===== src/rtl/elevator_request_controller_if.sv =====
// rtl/elevator_request_controller_if.sv - car/call-button bundle between the car side and the request controller
interface elevator_request_controller_if #(
    parameter int NUM_FLOORS = 10
);
    logic [NUM_FLOORS-1:0] call_btn;
    logic [3:0]            current_floor;
    logic                  elevator_idle;
    logic [3:0]            requested_floor;
    logic [NUM_FLOORS-1:0] pending;
    logic                  door_open;
    logic                  busy;

    modport master (
        output call_btn, current_floor, elevator_idle,
        input  requested_floor, pending, door_open, busy
    );

    modport slave (
        input  call_btn, current_floor, elevator_idle,
        output requested_floor, pending, door_open, busy
    );
endinterface


===== src/rtl/elevator_request_controller.sv =====
// rtl/elevator_request_controller.sv - SCAN-order call scheduler with pick-up on the way and timed door stops
module elevator_request_controller #(
    parameter int NUM_FLOORS  = 10,
    parameter int DOOR_CYCLES = 16
) (
    input  logic clk,
    input  logic reset,
    elevator_request_controller_if.slave bus
);
    localparam int DCW = (DOOR_CYCLES > 1) ? $clog2(DOOR_CYCLES) : 1;
    localparam logic [DCW-1:0] DOOR_LAST = DCW'(DOOR_CYCLES - 1);

    typedef enum logic [1:0] {IDLE, DISPATCH, MOVE, DOOR} state_t;

    state_t                state_q, state_d;
    logic [NUM_FLOORS-1:0] pending_q, pending_d;
    logic [NUM_FLOORS-1:0] btn_prev_q, btn_prev_d;
    logic [3:0]            req_q, req_d;
    logic                  dir_q, dir_d;
    logic                  door_open_q, door_open_d;
    logic                  busy_q, busy_d;
    logic [DCW-1:0]        door_cnt_q, door_cnt_d;

    logic [3:0]            cur;
    logic                  cur_valid;
    logic [NUM_FLOORS-1:0] cur_mask;
    logic [NUM_FLOORS-1:0] press;
    logic [NUM_FLOORS-1:0] clr_mask;
    logic                  at_cur;
    logic                  above_found, below_found, pick_found, sel_found;
    logic [3:0]            above_floor, below_floor, pick_floor, sel_floor;
    logic                  sel_dir;

    // Target search: nearest pending floor above/below the car, and nearest
    // pending floor strictly between the car and its current target.
    always_comb begin
        cur         = bus.current_floor;
        cur_valid   = int'(cur) < NUM_FLOORS;
        cur_mask    = '0;
        above_found = 1'b0;
        above_floor = 4'd0;
        below_found = 1'b0;
        below_floor = 4'd0;
        pick_found  = 1'b0;
        pick_floor  = 4'd0;
        for (int i = NUM_FLOORS - 1; i >= 0; i--) begin
            if (i == int'(cur)) begin
                cur_mask[i] = 1'b1;
            end
            if (cur_valid && pending_q[i] && (i > int'(cur))) begin
                above_found = 1'b1;
                above_floor = 4'(i);
            end
            if (cur_valid && pending_q[i] && !dir_q &&
                (i > int'(cur)) && (i < int'(req_q))) begin
                pick_found = 1'b1;
                pick_floor = 4'(i);
            end
        end
        for (int i = 0; i < NUM_FLOORS; i++) begin
            if (cur_valid && pending_q[i] && (i < int'(cur))) begin
                below_found = 1'b1;
                below_floor = 4'(i);
            end
            if (cur_valid && pending_q[i] && dir_q &&
                (i < int'(cur)) && (i > int'(req_q))) begin
                pick_found = 1'b1;
                pick_floor = 4'(i);
            end
        end
        at_cur = |(pending_q & cur_mask);

        sel_found = 1'b1;
        sel_floor = cur;
        sel_dir   = dir_q;
        if (!cur_valid) begin
            sel_found = 1'b0;
        end else if (at_cur) begin
            sel_floor = cur;
        end else if (!dir_q) begin
            if (above_found) begin
                sel_floor = above_floor;
            end else if (below_found) begin
                sel_floor = below_floor;
                sel_dir   = 1'b1;
            end else begin
                sel_found = 1'b0;
            end
        end else begin
            if (below_found) begin
                sel_floor = below_floor;
            end else if (above_found) begin
                sel_floor = above_floor;
                sel_dir   = 1'b0;
            end else begin
                sel_found = 1'b0;
            end
        end
    end

    always_comb begin
        btn_prev_d = bus.call_btn;
        press      = bus.call_btn & ~btn_prev_q;
        if (state_q == DOOR) begin
            press = press & ~cur_mask;
        end
        clr_mask   = '0;
        state_d    = state_q;
        req_d      = req_q;
        dir_d      = dir_q;
        door_cnt_d = door_cnt_q;

        case (state_q)
            IDLE: begin
                if (|pending_q) begin
                    state_d = DISPATCH;
                end
            end
            DISPATCH: begin
                if (sel_found) begin
                    req_d   = sel_floor;
                    dir_d   = sel_dir;
                    state_d = MOVE;
                end else begin
                    state_d = IDLE;
                end
            end
            MOVE: begin
                if (cur_valid && (cur == req_q) && bus.elevator_idle) begin
                    state_d    = DOOR;
                    clr_mask   = cur_mask;
                    door_cnt_d = DOOR_LAST;
                end else if (pick_found) begin
                    req_d = pick_floor;
                end
            end
            DOOR: begin
                if (door_cnt_q == '0) begin
                    state_d = (|pending_q) ? DISPATCH : IDLE;
                end else begin
                    door_cnt_d = door_cnt_q - 1'b1;
                end
            end
            default: state_d = IDLE;
        endcase

        // Clears only happen on arrival in MOVE, where a fresh press must survive.
        pending_d   = (pending_q & ~clr_mask) | press;
        door_open_d = (state_d == DOOR);
        busy_d      = (state_d != IDLE);
    end

    always_ff @(posedge clk) begin
        if (reset) begin
            state_q     <= IDLE;
            pending_q   <= '0;
            btn_prev_q  <= bus.call_btn;
            req_q       <= 4'd0;
            dir_q       <= 1'b0;
            door_open_q <= 1'b0;
            busy_q      <= 1'b0;
            door_cnt_q  <= '0;
        end else begin
            state_q     <= state_d;
            pending_q   <= pending_d;
            btn_prev_q  <= btn_prev_d;
            req_q       <= req_d;
            dir_q       <= dir_d;
            door_open_q <= door_open_d;
            busy_q      <= busy_d;
            door_cnt_q  <= door_cnt_d;
        end
    end

    assign bus.requested_floor = (state_q == IDLE) ? bus.current_floor : req_q;
    assign bus.pending         = pending_q;
    assign bus.door_open       = door_open_q;
    assign bus.busy            = busy_q;
endmodule


===== src/flat_wrapper.sv =====
// flat-port wrapper written by rule: the top's interface ports become plain ports
module elevator_request_controller_flat 
#(
    parameter int NUM_FLOORS  = 10,
    parameter int DOOR_CYCLES = 16
)
  (clk, reset, bus_call_btn, bus_current_floor, bus_elevator_idle, bus_requested_floor, bus_pending, bus_door_open, bus_busy);
  elevator_request_controller_if #(.NUM_FLOORS(NUM_FLOORS)) bus_i ();
  input  logic clk;
  input  logic reset;
  input wire logic [$bits(bus_i.call_btn)-1:0] bus_call_btn;
  input wire logic [$bits(bus_i.current_floor)-1:0] bus_current_floor;
  input wire logic [$bits(bus_i.elevator_idle)-1:0] bus_elevator_idle;
  output wire logic [$bits(bus_i.requested_floor)-1:0] bus_requested_floor;
  output wire logic [$bits(bus_i.pending)-1:0] bus_pending;
  output wire logic [$bits(bus_i.door_open)-1:0] bus_door_open;
  output wire logic [$bits(bus_i.busy)-1:0] bus_busy;
  assign bus_i.call_btn = bus_call_btn;
  assign bus_i.current_floor = bus_current_floor;
  assign bus_i.elevator_idle = bus_elevator_idle;
  assign bus_requested_floor = bus_i.requested_floor;
  assign bus_pending = bus_i.pending;
  assign bus_door_open = bus_i.door_open;
  assign bus_busy = bus_i.busy;
  elevator_request_controller #(.NUM_FLOORS(NUM_FLOORS), .DOOR_CYCLES(DOOR_CYCLES)) u_core (.clk(clk), .reset(reset), .bus(bus_i));
endmodule

===== config.mk =====
export PLATFORM = sky130hd
export DESIGN_NAME = elevator_request_controller_flat
export DESIGN_NICKNAME = d
export VERILOG_FILES = /design/src/rtl/elevator_request_controller_if.sv /design/src/rtl/elevator_request_controller.sv /design/src/flat_wrapper.sv
export SDC_FILE = /design/constraint.sdc
export NUM_CORES = 1
export LEC_CHECK = 0
export CORE_MARGIN = 1.5
export CORE_UTILIZATION = 40
export DETAILED_ROUTE_END_ITERATION = 10
export SKIP_CTS_REPAIR_TIMING = 1
export SLEW_MARGIN = 20
export SYNTH_ARGS = -nofsm -noshare
export SYNTH_HDL_FRONTEND = slang
export SYNTH_SLANG_ARGS = --single-unit

===== constraint.sdc =====
create_clock -name clk -period 6.5 [get_ports clk]
set_input_delay 1.3 -clock clk [delete_from_list [all_inputs] [get_ports clk]]
set_output_delay 1.3 -clock clk [all_outputs]
set_load 0.01 [all_outputs]

=== Word level (Yosys, flattened, before mapping) ===
Cells that the tools add are included.

* Output and inout port bits: 16
* Bits in registers: 33
* Bits of input ports: 17

* Equal/unequal tests: 19
* Magnitude comparators: 38
* Bitwise operators: 9
* Reductions and logical operators: 97
* $add $sub $neg: 1
* Mux-type cells: 118

{| class="wikitable"
|+ Operators with widths
! cell !! number
|-
| 4-bit two-way mux || 42
|-
| 1-bit logical AND || 85
|-
| 1-bit two-way mux || 60
|-
| 10-bit bitwise AND || 4
|-
| 3-bit by 4-bit > comparator with 1-bit output (first input constant) || 8
|-
| 3-bit by 4-bit less-than comparator with 1-bit output (first input constant) || 8
|-
| 10-bit two-way mux || 3
|-
| 10-bit NOT || 3
|-
| 4-bit equality test (first input constant) || 6
|-
| 10-bit OR reduction || 2
|-
| 2-bit by 4-bit > comparator with 1-bit output (first input constant) || 4
|-
| 4-bit > comparator (first input constant) || 4
|-
| 2-bit by 4-bit less-than comparator with 1-bit output (first input constant) || 4
|-
| 4-bit less-than comparator (first input constant) || 4
|-
| 4-bit case mux with 2 select lines || 2
|-
| 1-bit by 4-bit less-than comparator with 1-bit output (first input constant) || 3
|-
| 2-bit two-way mux || 6
|-
| 3-bit two-way mux || 4
|-
| 10-bit OR || 1
|-
| 3-bit by 4-bit equality test with 1-bit output (first input constant) || 2
|-
| 1-bit by 4-bit > comparator with 1-bit output (first input constant) || 2
|-
| 4-bit zero test || 2
|-
| 2-bit case mux with 4 select lines || 1
|-
| 4-bit AND reduction || 2
|-
| 13 further kinds || 20
|}

=== Depth between registers and ports, before layout ===
* Depth after elaboration: 26
* Mapped depth: 11
* Mapped depth without buffers: 7

=== Least setup slack after synthesis ===
OpenSTA, ideal clock, no wires.

* Kind: input to output
* Start: input bus_current_floor[0]
* End: output bus_requested_floor[0]
* Stages: 5
* Setup slack: 3.015 ns
* Arrival time: 2.185 ns
* Data required time: 5.200 ns
* Cell sequence: buf_4 buf_6 buf_6 clkbuf_1 mux2_2

* Word-level cells in the longest chain between the ends: 1

{| class="wikitable"
|+ Ends and longest elaborated chain
! what !! RTL line !! source
|-
| start: declaration || flat_wrapper.sv:12 || <nowiki>input wire logic [$bits(bus_i.current_floor)-1:0] bus_current_floor;</nowiki>
|-
| 4-bit two-way mux || elevator_request_controller.sv:175 || <nowiki>assign bus.requested_floor = (state_q == IDLE) ? bus.current_floor : req_q;</nowiki>
|-
| end: declaration || flat_wrapper.sv:14 || <nowiki>output wire logic [$bits(bus_i.requested_floor)-1:0] bus_requested_floor;</nowiki>
|}

No other way between the ends.

=== Worst setup path after layout ===
* Start: input bus_current_floor[1]
* End: output bus_requested_floor[1]

The elaborated chain is that of the path after synthesis.

==> results by group <==
Critical path
  – CP max stage delay: 900 ps
  – CP Capture Type: output port
  – Internal reg-to-reg setup slack: 3830 ps
  – CP Cell Sequence: clkdlybuf4s50_1, buf_4, mux2_2, clkdlybuf4s50_1
  – Critical Path Stages: 4
  – CP most frequent cell: clkdlybuf4s50_1
  – Reg2Reg Launch Point: u_core.bus.pending[4]$_SDFF_PP0_
  – WP data arrival: 3230 ps
  – Slowest-stage cell, CP: clkdlybuf4s50_1
  – Crit path capture: bus_requested_floor[1]
  – Worst Path Required: approximately 5200 ps
  – CP startpoint kind: input pin
  – R2r endpoint: u_core.req_q[0]$_SDFFE_PP0P_
  – Buf/Inv on CP: 3
  – Worst Reg-to-Reg Cells: 7
  – Max FO, Critical Path: 15
  – Setup Crit Path Kind: input pin to output port
  – CP startpoint: bus_current_floor[1]
  – Critical path's top delay family: buffers and inverters

Floorplanning
  – Die footprint: 7160 sq um
  – Starting Density: 0.418
  – Die height: roughly 85 microns
  – IO Count: 33
  – Placement Rows: 29
  – CORE AREA: ~6400 sq um
  – Die width: 84.6 microns

Synth
  – Post-synth EDFFs: 0
  – Top post-synthesis cells by area: dfxtp_1, o21ai_0, a21oi_1
  – Net count after synthesis: 375
  – Sequential area share after synthesis: 0.248
  – Yosys top cell by area: dfxtp_1
  – Distinct cells, synth: 72
  – Top_reg_cell synth: dfxtp_1
  – Yosys reg bits: 33
  – FFs w/ async S/R, synth: 0
  – Top cells by count, synth: dfxtp_1, o21ai_0, a21oi_1, nand2_1, nor2_1
  – Mean area per synthesized cell: 7.47 sq um
  – Share of the synthesized area in the top cell type: 0.248
  – Post-Syn Instances: 357
  – Yosys warns: 0
  – Most common cell in the netlist: dfxtp_1
  – Mapped Area: 2670 sq um

Drt
  – Via density: 6.38
  – DR iter-0 viols: 300
  – Via count: 2865
  – WL final: around 8300 microns
  – Remaining antenna violation count after routing: 0
  – Drt pass-1 iters: 5
  – Drt wl/cell: about 19 microns
  – Drc violations: 0

Clock tree
  – Num CTS Buffers: 5
  – H-Tree Level Count: 2
  – Worst-skew pair later-pin latency: 280 ps
  – Longest Clk Path Bufs: 2
  – Clock sink count: 33
  – Worst-path clk slew: roughly 70 ps
  – CTS Root Cell: clkbuf_8
  – CTS tree: done

GRT
  – First-pass GRT wire length: 13600 microns
  – Total track usage: 0.236
  – Largest net degree at the start of global routing: 30
  – Initial antenna violation count: 0
  – Grt total ovfl: 0
  – Vias in the first global route: 2665

Timing
  – Setup_tns: 0 ps
  – Highest clock rate: approximately 220 MHz
  – Slew Limit Fails: 0
  – Unrepaired setup endpoints after global routing: no
  – Final hold viol count: 0
  – Final setup viols: 0
  – Slew @ Worst Pin: 1020 ps
  – Final Critical Period: 4530 ps
  – Max_slew headroom: 0.317
  – Fin crit share: 0.697
  – Clock skew: 4.03 ps

Run
  – Max-capacitance violation count: 0

Layout
  – Utilization after layout: 0.482
  – ANT cells: 0
  – Final std cells w/o fill: 449
  – Nets: just under 400
  – Share of cells above drive strength 1: 0.0833
  – P&R area growth vs syn: 15.3%

Place
  – I/O Buffers: 32
  – GPL Wtd Cong: 0.919
  – DP Cell Count: 441
  – Post-DP HPWL: 5870 microns

Outcome
  – Run status: finished clean

Pwr
  – Worst ir drop on vdd: between 0.0001 and 0.00015 V
  – Leakage: 1.03 nW
  – Pwr per Cell Area: 218 nW/um^2

Min path
  – Worst hold path type: flip-flop to flip-flop
metrics by stage:
stage	hold slack, ps	setup WS, ps	power, mW	instance area [sq um]
detailed placement	479	1970	0.461	2960
finish	491	1970	0.669	3080
CTS	492	1990	0.668	3080
floorplan	460	3010	0.393	2670
global route	540	1910	0.708	3080
global placement	474	2010	0.459	2960
power breakdown:
part | switching, mW | total (mW) | internal (mW) | leakage, nW
clock | 0.0816 | 0.206 | 0.125 | 0.0574
sequential | 0.0417 | 0.262 | 0.220 | 0.274
combinational | 0.107 | 0.202 | 0.0950 | 0.697
total | 0.230 | 0.669 | 0.439 | 1.03
worst register-to-register path, delay by kind of cell, from the launching register on:
kind             cells  cell delay [ps]
flip-flops           1              460
AO/OA/AOI/OAI        4             1080
AND/OR/NAND/NOR      3              980
registers in the layout, summed over array words and instances, names as in the netlist:
signal                flops
u_core.btn_prev_q        10
u_core.state_q            2
u_core.bus.door_open      1
u_core.bus.pending       10
u_core.req_q              4
u_core.bus.busy           1
u_core.dir_q              1
u_core.door_cnt_q         4
metal layers:
layer	wire [microns]	track usage
met5	0	0
met4	250	0.0997
met3	601	0.0374
met2	3760	0.364
met1	3730	0.328
placed cells by master, fill, tap and decap left out, types with 5 or more instances in the layout:
cell | synthesis | layout
nor2b_1 | 20 | 20
clkdlybuf4s50_1 | 0 | 32
dfxtp_1 | 33 | 33
nand3_1 | 13 | 13
clkbuf_8 | 0 | 6
nor2_1 | 22 | 22
nand2b_1 | 11 | 11
o22ai_1 | 5 | 5
a21oi_1 | 31 | 31
a32oi_1 | 5 | 5
a31oi_1 | 5 | 5
o21ai_0 | 32 | 32
nand2_1 | 31 | 31
nand3b_1 | 5 | 5
inv_1 | 8 | 8
worst min path at each step:
stage | end | slack (ps) | from | cells past startpoint
after CTS | u_core.bus.pending[4]$_SDFF_PP0_ | 490 | u_core.btn_prev_q[4]$_DFF_P_ | 2
after detailed placement | u_core.bus.pending[4]$_SDFF_PP0_ | 480 | u_core.btn_prev_q[4]$_DFF_P_ | 2
after floorplan | u_core.door_cnt_q[0]$_SDFFE_PP0P_ | 460 | u_core.door_cnt_q[0]$_SDFFE_PP0P_ | 1
after global routing | u_core.bus.pending[4]$_SDFF_PP0_ | 540 | u_core.btn_prev_q[4]$_DFF_P_ | 2
final | u_core.bus.pending[4]$_SDFF_PP0_ | 490 | u_core.btn_prev_q[4]$_DFF_P_ | 2
after global placement | u_core.bus.pending[4]$_SDFF_PP0_ | 470 | u_core.btn_prev_q[4]$_DFF_P_ | 2
logic make-up (layout without fill, tap and decap cells):
family / count (synthesis) / after routing / share of synthesized area
xor+xnor: 4 / 4 / 0.0131
fa+ha+maj: 1 / 1 / 0.00469
buf+inv: 38 / 53 / 0.0718
simple gates: 143 / 143 / 0.302
mux: 4 / 4 / 0.0164
compound gates: 134 / 134 / 0.344
flops: 33 / 33 / 0.248
final cells by class:
cell class	instances	area [sq um]
repair buffers	36	350
inverters	9	33.8
fillers	637	3310
flip-flops and latches	33	661
multi-input cells	286	1810
clock buffers	6	82.6
clock inverters	2	37.5
well taps	77	96.3
(Power assumes the default switching activity.)
